<file path="config.mk">
export PLATFORM = sky130hd
export DESIGN_NAME = mem_port_arbiter
export DESIGN_NICKNAME = d
export VERILOG_FILES = /design/src/rtl/mem_port_arbiter.sv
export SDC_FILE = /design/constraint.sdc
export NUM_CORES = 1
export LEC_CHECK = 0
export CORE_MARGIN = 8
export CORE_UTILIZATION = 42
export DETAILED_ROUTE_END_ITERATION = 8
export GPL_TIMING_DRIVEN = 0
export PLACE_DENSITY_LB_ADDON = 0.2
export SYNTH_ARGS = -nofsm -noshare
export SYNTH_HDL_FRONTEND = slang
export SYNTH_SLANG_ARGS = --single-unit
</file>
<file path="constraint.sdc">
create_clock -name clk -period 1.8 [get_ports clk]
set_input_delay 0.27 -clock clk [delete_from_list [all_inputs] [get_ports clk]]
set_output_delay 0.27 -clock clk [all_outputs]
set_load 0.02 [all_outputs]
</file>
<file path="src/rtl/mem_port_arbiter.sv">
// mem_port_arbiter: shares one single-ported memory between instruction fetch
// (IF) and load/store (LS). LS has priority, and a starvation counter forces an
// IF grant after STARVE_MAX back-to-back LS grants while IF waits. Every granted
// access runs a req/ack handshake with the memory. If no ack arrives within
// TIMEOUT cycles, the access is aborted and a safe result is returned.
module mem_port_arbiter #(
   parameter int                ADDR_W     = 32,
   parameter int                DATA_W     = 32,
   parameter int                STARVE_MAX = 4,
   parameter int                TIMEOUT    = 255,
   parameter logic [DATA_W-1:0] IF_FILL    = DATA_W'(32'h00000013)
) (
   input  logic              clk,
   input  logic              rst,
   input  logic              if_req,
   input  logic [ADDR_W-1:0] if_addr,
   output logic [DATA_W-1:0] if_rdata,
   output logic              if_valid,
   input  logic              ls_req,
   input  logic              ls_we,
   input  logic [ADDR_W-1:0] ls_addr,
   input  logic [DATA_W-1:0] ls_wdata,
   output logic [DATA_W-1:0] ls_rdata,
   output logic              ls_valid,
   output logic              mem_req,
   output logic              mem_we,
   output logic [ADDR_W-1:0] mem_addr,
   output logic [DATA_W-1:0] mem_wdata,
   input  logic              mem_ack,
   input  logic [DATA_W-1:0] mem_rdata,
   output logic              busy,
   output logic              timeout_err
);

   localparam int SW = $clog2(STARVE_MAX + 1);

   typedef enum logic [1:0] {S_IDLE, S_WAIT, S_RESP} state_t;

   state_t          state, state_next;
   logic            owner_ls;     // 1: current transaction belongs to LS
   logic [SW-1:0]   starve_cnt;
   logic [7:0]      tmo_cnt;
   logic            any_req;
   logic            grant_ls;
   logic            tmo_last;

   // IF is forced through once LS has won STARVE_MAX times in a row while IF waited.
   assign any_req  = if_req | ls_req;
   assign grant_ls = ls_req && !(if_req && (starve_cnt == SW'(STARVE_MAX)));
   // The WAIT cycle in which the counter would reach TIMEOUT is the abort cycle.
   assign tmo_last = (tmo_cnt == 8'(TIMEOUT - 1));

   // State register.
   always_ff @(posedge clk or negedge rst) begin
      // NOTE: sequential state uses non-blocking assignments so that every flop samples pre-edge values.
      if (!rst) state <= S_IDLE;
      else      state <= state_next;
   end

   // Next-state logic.
   always_comb begin
      // NOTE: the default assignment first keeps this block free of inferred latches.
      state_next = state;
      case (state)
         S_IDLE:  if (any_req) state_next = S_WAIT;
         S_WAIT:  if (mem_ack || tmo_last) state_next = S_RESP;
         S_RESP:  state_next = S_IDLE;
         default: state_next = S_IDLE;
      endcase
   end

   // Registered outputs, capture registers and the starvation and timeout counters.
   always_ff @(posedge clk or negedge rst) begin
      if (!rst) begin
         owner_ls    <= 1'b0;
         starve_cnt  <= '0;
         tmo_cnt     <= '0;
         mem_req     <= 1'b0;
         mem_we      <= 1'b0;
         mem_addr    <= '0;
         mem_wdata   <= '0;
         if_rdata    <= '0;
         if_valid    <= 1'b0;
         ls_rdata    <= '0;
         ls_valid    <= 1'b0;
         busy        <= 1'b0;
         timeout_err <= 1'b0;
      end else begin
         // The valid pulses last one cycle; they are only set on the WAIT->RESP edge.
         if_valid <= 1'b0;
         ls_valid <= 1'b0;
         busy     <= (state_next != S_IDLE);
         case (state)
            S_IDLE: begin
               if (any_req) begin
                  owner_ls  <= grant_ls;
                  mem_req   <= 1'b1;
                  tmo_cnt   <= '0;
                  mem_addr  <= grant_ls ? ls_addr  : if_addr;
                  mem_we    <= grant_ls ? ls_we    : 1'b0;
                  mem_wdata <= grant_ls ? ls_wdata : '0;
                  if (grant_ls && if_req) starve_cnt <= starve_cnt + 1'b1;
                  else                    starve_cnt <= '0;
               end
            end
            S_WAIT: begin
               if (mem_ack) begin
                  // An ack on the last WAIT cycle takes precedence over the timeout.
                  mem_req <= 1'b0;
                  if (owner_ls) begin
                     ls_rdata <= mem_we ? '0 : mem_rdata;
                     ls_valid <= 1'b1;
                  end else begin
                     if_rdata <= mem_rdata;
                     if_valid <= 1'b1;
                  end
               end else if (tmo_last) begin
                  mem_req     <= 1'b0;
                  timeout_err <= 1'b1;
                  if (owner_ls) begin
                     ls_rdata <= '0;
                     ls_valid <= 1'b1;
                  end else begin
                     if_rdata <= IF_FILL;
                     if_valid <= 1'b1;
                  end
               end else begin
                  tmo_cnt <= tmo_cnt + 1'b1;
               end
            end
            default: ;
         endcase
      end
   end

endmodule

</file>
==> out/qor.yml, run 1 <==
start_kind: "register"
yosys.area.top_type: "dfrtp_1"
dp_cells: 1011
cts_inserted_buffers: 17
std_cell_rows: 43
io_buffers: 266
syn_nets: 702
synth_top_area_share_pct: 61.8
cp_num_buf_inv: 1
setup_ws_ns: 0.0716
arrival_ns: 1.46
hold_path.class: "input port to async pin"
routed_wl_um: 21200
htree_levels: 4
route.detailed.drc: 0
synthArstFlopShare_pct: 100
synth-edff-count: 0
crit_type: "register to output pin"
clk_pin_slew_ns: 0.06
fin_crit_sh_pct: 96.0
max_slew_margin_pct: 62.4
rsz0062_at_grt: "yes"
grt_max_degree: 101
cts_sinks: 148
drt_pass1_iterations: 4
cp.required_ns: 1.53
avgSynthCellArea_um2: 10.6
routedWlPerCell_um: 20.3
netlist_area_mm2: 0.00599
pre_cts_ws_ns: -0.555
synth_flop_cell: "dfrtp_1"
fmax_mhz: 579
routed_via_density: 5.41
grt_first_pass_wirelength_um: 33200
cts_tree: "built"
grt_usage_pct: 23.2
vias: 5648
dp_hpwl_um: 16100
worst_setup_path_end_kind: "output pin"
insertion_delay_ns: 0.42
outcome: "complete, no violations"
finalNonFillerCells: 1044
gp_congestion: 0.849
ir_worst_vdd_uv: 824
drive_above_1_share_pct: 9.49
synth_seq_cells: 148
slew_viol_final: 0
syn_to_final_growth_pct: 59.5
maxCapViolations: 0
ant_nets: 0
postSynthCellCount: 564
nets: 989
dieHeight_um: 135
hold_viol_final: 0
coreArea_mm2: 0.0139
power_density_mw_per_mm2: 1830
grt-ovfl-total: 0
start_util_pct: 43.0
synth_cell_type_count: 40
seq_area_frac_synth_pct: 61.8
die_w_um: 135
critPathTopFamily: "buffers and inverters"
antenna_found_initial: 0
p_total_mw: 17.5
clock_skew_ns: 0.00456
cp_cell_sequence: "clkdlybuf4s50_1"
diodes: 0
cts_root_buffer: "clkbuf_16"
final_cell_mix: "264 x clkdlybuf4s50_1, 148 x dfrtp_1, 137 x nand2_1, 59 x a32o_1, 40 x nand3_1"
max_stage_delay_ns: 0.65
cts.path.max_buffers: 2
io_pins: 268
path_max_fanout: 2
p_leak_nw: 4.18
ys_warn_count: 0
die_area_mm2: 0.0183
worst_slew_pin_slew_ns: 0.565
dr.first_iter.drc_count: 350
grt_pass1_vias: 6013
final_common_cell: "clkdlybuf4s50_1"
synth_area_leaders: "dfrtp_1 62%, a32o_1 9.9%, nand2_1 8.6%, a31oi_1 3.4%, nand3_1 3.4%"
cp_slowest_cell: "clkdlybuf4s50_1"
period_minus_slack_ns: 1.73
setup_viol: 0
whs_ns: 0.348
==> logic make-up (layout without fill, tap and decap cells) <==
group           Yosys count  count (layout)  share of synthesized area [%]
compound gates          120             120                           16.5
fa+ha+maj                 4               4                          0.835
buf+inv                  54             354                           3.84
flops                   148             148                           61.8
simple gates            238             238                           17.0
==> power by group <==
group / leakage, nW / total, mW / internal [mW] / switching, mW
Sequential: 1.84 / 5.76 / 4.82 / 0.935
Clock: 0.266 / 3.37 / 1.91 / 1.47
Combinational: 2.08 / 8.36 / 3.87 / 4.49
Total: 4.18 / 17.5 / 10.6 / 6.89
==> registers in the layout, indices dropped and copies added (netlist names) <==
name	cells
if_rdata	32
ls_rdata	32
mem_addr	32
mem_wdata	32
tmo_cnt	8
starve_cnt	3
state	2
busy	1
if_valid	1
ls_valid	1
mem_req	1
mem_we	1
owner_ls	1
timeout_err	1
==> cell usage after synthesis, types with 2 or more instances <==
cell / count
o21ai_0: 7
nor2_1: 40
a32o_1: 59
buf_2: 22
buf_1: 7
a31oi_1: 33
and2_1: 2
nand3_1: 41
o21a_1: 4
a21oi_1: 4
ha_1: 4
o211ai_1: 2
o32a_1: 3
or3_1: 2
nand2b_1: 2
dfrtp_1: 148
inv_1: 8
nand2_1: 138
clkbuf_1: 16
nand4_1: 2
==> path summary, 6_finish.rpt <==
kind                                              start                  endpoint  slack [ns]  depth (start not counted)
max in group asynchronous                           rst  mem_wdata[5]$_DFFE_PN0P_        0.62                          3
worst min-delay path                                rst  if_rdata[23]$_DFFE_PN0P_        0.35                          2
worst max register to register       state[0]$_DFF_PN0_   mem_addr[9]$_DFFE_PN0P_        0.08                          5
min in group clk                                mem_ack    tmo_cnt[3]$_DFFE_PN0P_        0.36                          4
worst min register to register  timeout_err$_DFFE_PN0P_   timeout_err$_DFFE_PN0P_        0.46                          1
worst max-delay path            if_rdata[1]$_DFFE_PN0P_               if_rdata[1]        0.07                          1
==> stage by stage <==
stage | cell area, um2 | TNS (ns) | utilization, %
finish | 9560 | 0 | 68.6
global route | 9560 | -0.000950 | 68.6
CTS | 9500 | 0 | 68.2
detailed placement | 8910 | -21.28 | 63.9
global placement | 8880 | -799.28 | 63.7
floorplan | 5990 | 0 | -
==> metal layers <==
layer,share of wire [%],up-vias,global-route usage [%]
li1,-,2592,-
met1,37,2777,25.0
met2,50,242,39.6
met3,11,37,9.53
met4,2.4,0,9.44
met5,0,-,0
==> what timing repair did <==
action | 4_1_cts | 5_1_grt
buffers inserted | 1 | 1
endpoints found under the setup margin | 110 | 118
resized for setup | 9 | 28
gates cloned | 0 | 0
endpoints found under the hold margin | 48 | 0
pin swaps | 1 | 3
hold buffers | 1 | 0
==> final cells by class <==
cell class                 count  area, um2
timing repair buffer         270       2720
clock buffer                  17        425
tap                          180        225
inverter                       9       33.8
fill                        1065       4370
sequential                   148       3700
clock inverter                15        133
buffer                        43        235
multi-input combinational    362       2090
Note: power is estimated with default switching activity, not from simulation.
==> inputs of run 2 (changes only) <==
--- a/config.mk
+++ b/config.mk
@@ -5,6 +5,7 @@
 export SDC_FILE = /design/constraint.sdc
 export NUM_CORES = 1
 export LEC_CHECK = 0
+export CORE_ASPECT_RATIO = 1.2
 export CORE_MARGIN = 8
 export CORE_UTILIZATION = 42
 export DETAILED_ROUTE_END_ITERATION = 8
==> run 2 against run 1 <==
  * Sequential share of layout area rose by 0.15 points
  * Non-clock buffer count rose by 2
  * Combinational power fell by 1%
  * Via count fell by 0.28%
  * Sequential cell count did not move
  * Sequential power fell by 0.9%
  * Core utilization fell by 1.4 points
  * Clock skew rose by 0.0018 ns
  * First-iteration DRC count rose by 7.1%
  * Wire length fell by 6.0%
==> out/qor.yml, run 2 (same netlist as run 1, synthesis figures left out) <==
max_stage_delay_ns: 0.42
cts_tree: "built"
dr.first_iter.drc_count: 375
ir_worst_vdd_uv: 1100
cts_sinks: 148
cts_inserted_buffers: 17
grt_max_degree: 77
reg2reg_slack_ns: 0.08
multi_input_area_mm2: 0.00208
route.detailed.drc: 0
die_area_mm2: 0.0184
p_leak_nw: 4.18
hold_end: "timeout_err$_DFFE_PN0P_"
cp.required_ns: 2.10
drt_pass1_iterations: 5
grt_first_pass_wirelength_um: 31800
p_total_mw: 17.2
ant_nets: 0
die_w_um: 125
register_area_mm2: 0.00370
placed_area_mm2: 0.00890
antenna_found_initial: 0
worst_setup_path_end_kind: "register"
final_cell_mix: "264 x clkdlybuf4s50_1, 148 x dfrtp_1, 137 x nand2_1, 59 x a32o_1"
dieHeight_um: 147
worst_slew_pin_slew_ns: 0.695
start_util_pct: 42.3
hold_path.class: "input port to register"
grt_usage_pct: 21.7
io_buffers: 266
dp_hpwl_um: 15200
regToRegStartpoint: "tmo_cnt[0]$_DFFE_PN0P_"
start_kind: "register"
arrival_ns: 2.02
diodes: 0
drive_above_1_share_pct: 9.47
clock_skew_ns: 0.00635
vias: 5632
min_path_cells: 3
crit_type: "register to register"
period_minus_slack_ns: 1.72
critPathTopFamily: "compound AO/OA/AOI/OAI gates"
insertion_delay_ns: 0.42
r2r_cells: 7
clk_pin_slew_ns: 0.06
nFillCells: 1117
setup_viol: 0
final_common_cell: "clkdlybuf4s50_1"
max_slew_margin_pct: 53.7
fmax_mhz: 581
maxCapViolations: 0
path_max_fanout: 5
grt_pass1_vias: 6122
routedWlPerCell_um: 19.1
hold_start: "mem_ack"
rsz0062_at_grt: "no"
slew_viol_final: 0
nets: 991
fin_crit_sh_pct: 95.6
std_cell_rows: 48
gp_congestion: 0.815
io_pins: 268
cts_root_buffer: "clkbuf_16"
cp_slowest_cell: "dfrtp_1"
cp_num_buf_inv: 2
grt-ovfl-total: 0
routed_via_density: 5.41
outcome: "complete, no violations"
htree_levels: 4
routed_wl_um: 19900
timing.rr.end: "tmo_cnt[7]$_DFFE_PN0P_"
cp_cell_sequence: "inv_1 -> ha_1 -> nand4_1 -> buf_4 -> o21a_2 -> and3_1 -> a221o_1"
power_density_mw_per_mm2: 1810
cts.path.max_buffers: 2
hold_viol_final: 0
coreArea_mm2: 0.0142
syn_to_final_growth_pct: 58.9
design_area_mm2: 0.00952
run 2: power by group:
| part | internal, mW | total (mW) | switching (mW) |
|---|---|---|---|
| clock | 1.81 | 3.23 | 1.42 |
| combinational | 3.85 | 8.28 | 4.44 |
| sequential | 4.83 | 5.71 | 0.883 |
run 2: worst max-delay path by stage:
stage,slack [ns],cells past startpoint,end,startpoint
finish,0.08,7,tmo_cnt[7]$_DFFE_PN0P_,tmo_cnt[0]$_DFFE_PN0P_
global route,0.003,8,tmo_cnt[6]$_DFFE_PN0P_,tmo_cnt[0]$_DFFE_PN0P_
CTS,0.006,1,mem_we,mem_we$_DFFE_PN0P_
detailed placement,-0.30,6,mem_wdata[25]$_DFFE_PN0P_,if_req
global placement,-5.30,1,mem_wdata[13]$_DFFE_PN0P_,rst
floorplan,0.25,7,if_rdata[13]$_DFFE_PN0P_,tmo_cnt[0]$_DFFE_PN0P_
run 2: timing repair:
action / 4_1_cts / 5_1_grt
endpoints found under the hold margin: 75 / 0
setup buffers: 1 / 2
gates resized for setup: 9 / 18
pin swaps: 1 / 1
endpoints found under the setup margin: 93 / 86
hold buffers: 1 / 0
run 2: worst register-to-register path, stage by stage, from the launching register on:
cell	delay [ns]
dfrtp_1	0.42
inv_1	0.07
ha_1	0.15
nand4_1	0.13
buf_4	0.18
o21a_2	0.22
and3_1	0.17
a221o_1	0.26
run 2: area by class of cell:
class,instances,share of cell area (%)
flip-flops and latches,148,38.9
repair buffers,271,28.6
multi-input cells,362,21.9
clock buffers,19,4.65
well taps,175,2.30
plain buffers,44,2.26
clock inverters,13,1.05
inverters,9,0.355
run 2: per-layer routing:
layer / wire length (um) / track usage, % / vias up
met5: 0 / 0 / -
met4: 514 / 8.24 / 0
met3: 2070 / 10.5 / 33
met2: 10000 / 37.7 / 234
met1: 7290 / 22.1 / 2771
li1: - / - / 2594
run 2: stage by stage:
stage	worst slack, ns	util (%)	std cells	TNS [ns]	hold slack, ns
2_1_floorplan	0.246	-	564	0	-0.0256
3_3_place_gp	-5.30	62.6	1005	-796.08	0.450
3_5_place_dp	-0.300	62.8	1006	-18.06	0.333
4_1_cts	0.00568	66.9	1039	0	0.358
5_1_grt	0.00309	67.2	1041	0	0.387
6_report	0.0787	67.2	1041	0	0.383
==> inputs of run 3 (changes only) <==
--- a/config.mk
+++ b/config.mk
@@ -6,7 +6,6 @@
 export NUM_CORES = 1
 export LEC_CHECK = 0
 export CORE_ASPECT_RATIO = 1.2
-export CORE_MARGIN = 8
 export CORE_UTILIZATION = 42
 export DETAILED_ROUTE_END_ITERATION = 8
 export GPL_TIMING_DRIVEN = 0
==> run 3 against run 2 <==
  * The run now ends with design-rule violations left
  * First-iteration DRC count decreased by 3.5%
  * Total power increased by 2.2%
  * Cell count decreased by 0.58%
  * Wire length decreased by 7.4%
  * Core utilization increased by 1.8 points
  * Sequential power about the same
  * Sequential cell count unchanged
  * Fmax decreased by 2.1%
  * Largest cell class unchanged
==> out/qor.yml, run 3 (same netlist as run 1, synthesis figures left out) <==
power_density_mw_per_mm2: 1840
ir_worst_vdd_uv: 983
hold_viol_final: 0
cts_inserted_buffers: 17
nets: 991
nFillCells: 1074
intPower_mw: 11.0
p_total_mw: 17.6
diodes: 0
grt-ovfl-total: 0
vias: 5536
dr.first_iter.drc_count: 362
clk_pin_slew_ns: 0.06
routedWlPerCell_um: 17.8
io_pins: 268
io_buffers: 266
critPathTopFamily: "buffers and inverters"
cp_cell_sequence: "clkdlybuf4s50_1"
ant_nets: 0
routed_via_density: 5.35
worst_setup_path_end_kind: "output pin"
antenna_found_initial: 0
route.detailed.drc: 40
power_frac_seq_pct: 32.4
start_kind: "register"
violations: "design-rule violations"
final_cell_mix: "265 x clkdlybuf4s50_1, 148 x dfrtp_1, 137 x nand2_1, 59 x a32o_1, 40 x nand3_1"
max_slew_margin_pct: 56.0
std_cell_rows: 47
htree_levels: 4
cts_tree: "built"
final_common_cell: "clkdlybuf4s50_1"
dp_hpwl_um: 13600
drive_above_1_share_pct: 9.03
grt_max_degree: 80
grt_first_pass_wirelength_um: 29700
cts_root_buffer: "clkbuf_16"
fin_crit_sh_pct: 97.6
cp.required_ns: 1.53
crit_type: "register to output pin"
cts_sinks: 148
cp_num_buf_inv: 1
multi_input_area_mm2: 0.00208
die_area_mm2: 0.0148
fin_util_pct: 69.0
outcome: "finished, violations left"
period_minus_slack_ns: 1.76
cts.path.max_buffers: 2
whs_ns: 0.375
p_leak_nw: 4.19
clock_skew_ns: 0.00842
die_w_um: 111
insertion_delay_ns: 0.41
netSwitchingFraction_pct: 37.6
clock_power_share_pct: 20.7
gp_congestion: 0.845
worst_slew_pin_slew_ns: 0.661
pre_cts_ws_ns: -0.312
path_max_fanout: 4
fmax_mhz: 569
coreArea_mm2: 0.0139
routed_wl_um: 18400
hold_path.class: "input port to register"
max_stage_delay_ns: 0.66
dieHeight_um: 133
drt_pass1_iterations: 7
syn_to_final_growth_pct: 59.8
grt_pass1_vias: 5796
rsz0062_at_grt: "yes"
arrival_ns: 1.49
register_area_mm2: 0.00370
maxCapViolations: 0
setup_viol: 0
cp_slowest_cell: "clkdlybuf4s50_1"
switchingPower_mw: 6.62
grt_usage_pct: 25.7
start_util_pct: 43.2
comb_power_share_pct: 46.8
slew_viol_final: 0
setup_ws_ns: 0.0424
[run 3: cell count changes in the layout (fill, tap and decap cells not counted), moves of 2 or more]
cell	delta
buf_2	-2
clkbuf_2	-4
inv_6	-2
clkbuf_1	+2
nor2_2	+2
clkinvlp_4	-2
bufinv_16	+4
[run 3: final timing paths]
check / end / startpoint / slack [ns] / cells after the start
worst min register to register: timeout_err$_DFFE_PN0P_ / timeout_err$_DFFE_PN0P_ / 0.46 / 1
worst max-delay path: mem_we / mem_we$_DFFE_PN0P_ / 0.04 / 1
max in group asynchronous: if_rdata[26]$_DFFE_PN0P_ / rst / 0.54 / 3
min in group asynchronous: if_rdata[3]$_DFFE_PN0P_ / rst / 0.42 / 2
worst max register to register: ls_rdata[26]$_DFFE_PN0P_ / owner_ls$_DFFE_PN0P_ / 0.10 / 5
worst min-delay path: timeout_err$_DFFE_PN0P_ / mem_ack / 0.37 / 3
[run 3: power by group through the flow]
| stage | clock network [mW] | registers [mW] | logic (mW) |
|---|---|---|---|
| 6_report | 3.65 | 5.71 | 8.24 |
| 5_1_grt | 3.87 | 5.87 | 8.78 |
| 4_1_cts | 3.72 | 5.71 | 8.23 |
| 3_5_place_dp | 0 | 5.73 | 8.18 |
| 3_3_place_gp | 0 | 5.66 | 7.97 |
| 2_1_floorplan | 0 | 7.38 | 2.34 |
[run 3: per-stage QoR]
stage | std cells | cell area, um2 | setup TNS (ns)
2_1_floorplan | 564 | 5990 | 0
3_3_place_gp | 1001 | 8870 | -790.22
3_5_place_dp | 1002 | 8900 | -17.13
4_1_cts | 1033 | 9550 | 0
5_1_grt | 1035 | 9580 | -0.0196
6_report | 1035 | 9580 | 0
[run 3: repair_timing]
| action | 4_1_cts | 5_1_grt |
|---|---|---|
| buffers inserted | 1 | 2 |
| pin swaps | 1 | 4 |
| resized for setup | 9 | 14 |
| setup endpoints to repair | 73 | 94 |
| hold buffers | 1 | 0 |
| endpoints found under the hold margin | 69 | 0 |
[run 3: routing by layer]
layer	GRT usage (%)	wire (um)	vias up
li1	-	-	2589
met1	28.4	6880	2691
met2	45.3	9520	231
met3	9.94	1630	25
met4	8.71	416	0
met5	0	0	-
[run 3: area by class of cell]
class                   count  share of cell area, %
flip-flops and latches    148                   38.7
repair buffers            271                   28.4
multi-input cells         362                   21.7
clock buffers              17                   4.44
plain buffers              44                   2.25
well taps                 171                   2.23
clock inverters            13                   1.92
inverters                   9                  0.353
==> edit: new RTL, config.mk and constraints of run 1 <==
`ADDR_W`: 32 -> 16.
--- a/src/rtl/mem_port_arbiter.sv
+++ b/src/rtl/mem_port_arbiter.sv
@@ -5,5 +5,5 @@
 // TIMEOUT cycles, the access is aborted and a safe result is returned.
 module mem_port_arbiter #(
-   parameter int                ADDR_W     = 32,
+   parameter int                ADDR_W     = 16,
    parameter int                DATA_W     = 32,
    parameter int                STARVE_MAX = 4,
Interface: changed (resized if_addr, ls_addr and mem_addr); port bits go from 268 to 220. The function was not compared with the original's and may differ.
==> edit against run 1 <==
Utilization shrank 1.5 points. Via count shrank 14%. Wire length down 22%. Sequential power fell by 9.9%. Area after synthesis down 12%. Sequential cell count fell by 16. Power down 10%. Setup slack worse by 0.0090 ns. Design area shrank 13%. Worst hold slack gained 0.028 ns. Critical endpoint is now mem_we. Largest power group unchanged.
==> edit: results (changes against run 1) <==
sw power 5.88 mW (-15%); critical path peak fanout 3 (+1); GR Util met3 10.5% (+0.95 points); DR WL met2 7750 um (-27%); worst r2r src tmo_cnt[3]$_DFFE_PN0P_; pre-CTS WS -0.518 ns (+0.0366 ns); clk tree area frac 6.45% (+0.61 points); clkbuf count 26 (+9); final wirelength 16500 um (-22%); fraction of area in multi-input gates 21.5% (-0.33 points); top post-synthesis cells by area dfrtp_1, a32o_1, nand2_1; share of cells above drive strength 1 9.43% (-0.065 points); Clock Skews 0.00559 ns (+0.00104 ns); Tapcells 172 (-4.4%); Critical Path Max Stage Delay 0.67 ns (+0.02 ns); register area share after synthesis 62.6% (+0.79 points); first-pass GRT wire length 26200 um (-21%); worst reg2reg path depth 6 (+1); Nets 826 (-16%); syn nets 583 (-17%); Critical Path Start mem_we$_DFFE_PN0P_; NonClk Buf Share 29.6% (-1.3 points); Syn Area/Cell 11.1 um2 (+4.1%); Non-clk bufs 263 (-16%); reg2reg end ls_rdata[25]$_DFFE_PN0P_; Peak VDD IR 787 uV (-4.6%); Distinct cells, synth 36 (-10%); fillers 975 (-8.5%); Vias/cell 5.36 (-0.95%); part of the power in the clock network 20.0% (+0.7 points); fin cells 904 (-13%); Layout Area Growth over Synthesis 58.5%; initial DRC count 408 (+17%); total global routing track utilization 20.3% (-2.8 points); register share of the cell area 39.5% (+0.80 points); outcome complete, no violations
==> edit: how the worst max path moves through the flow <==
stage,endpoint,slack (ns),cells past startpoint
detailed placement,mem_addr[8]$_DFFE_PN0P_,-0.52,6
floorplan,if_rdata[0]$_DFFE_PN0P_,0.16,8
global placement,mem_wdata[14]$_DFFE_PN0P_,-4.68,1
global route,tmo_cnt[4]$_DFFE_PN0P_,-0.03,7
CTS,if_rdata[3]$_DFFE_PN0P_,0.007,7
finish,mem_we,0.06,1
==> edit: cells by family after synthesis <==
family / count (synthesis) / synth area share (%)
AND/OR/NAND/NOR: 186 / 14.9
flip-flops: 132 / 62.6
AO/OA/AOI/OAI: 107 / 17.2
buffers and inverters: 47 / 4.17
adder cells (fa/ha/maj): 4 / 0.948
multiplexers: 1 / 0.190
==> edit: what timing repair did <==
action                                  4_1_cts  5_1_grt
hold buffers                                  1        0
endpoints found under the hold margin        53        0
endpoints found under the setup margin      106      110
pin swaps                                     0        1
buffers inserted                              0        5
gates resized for setup                      13       31
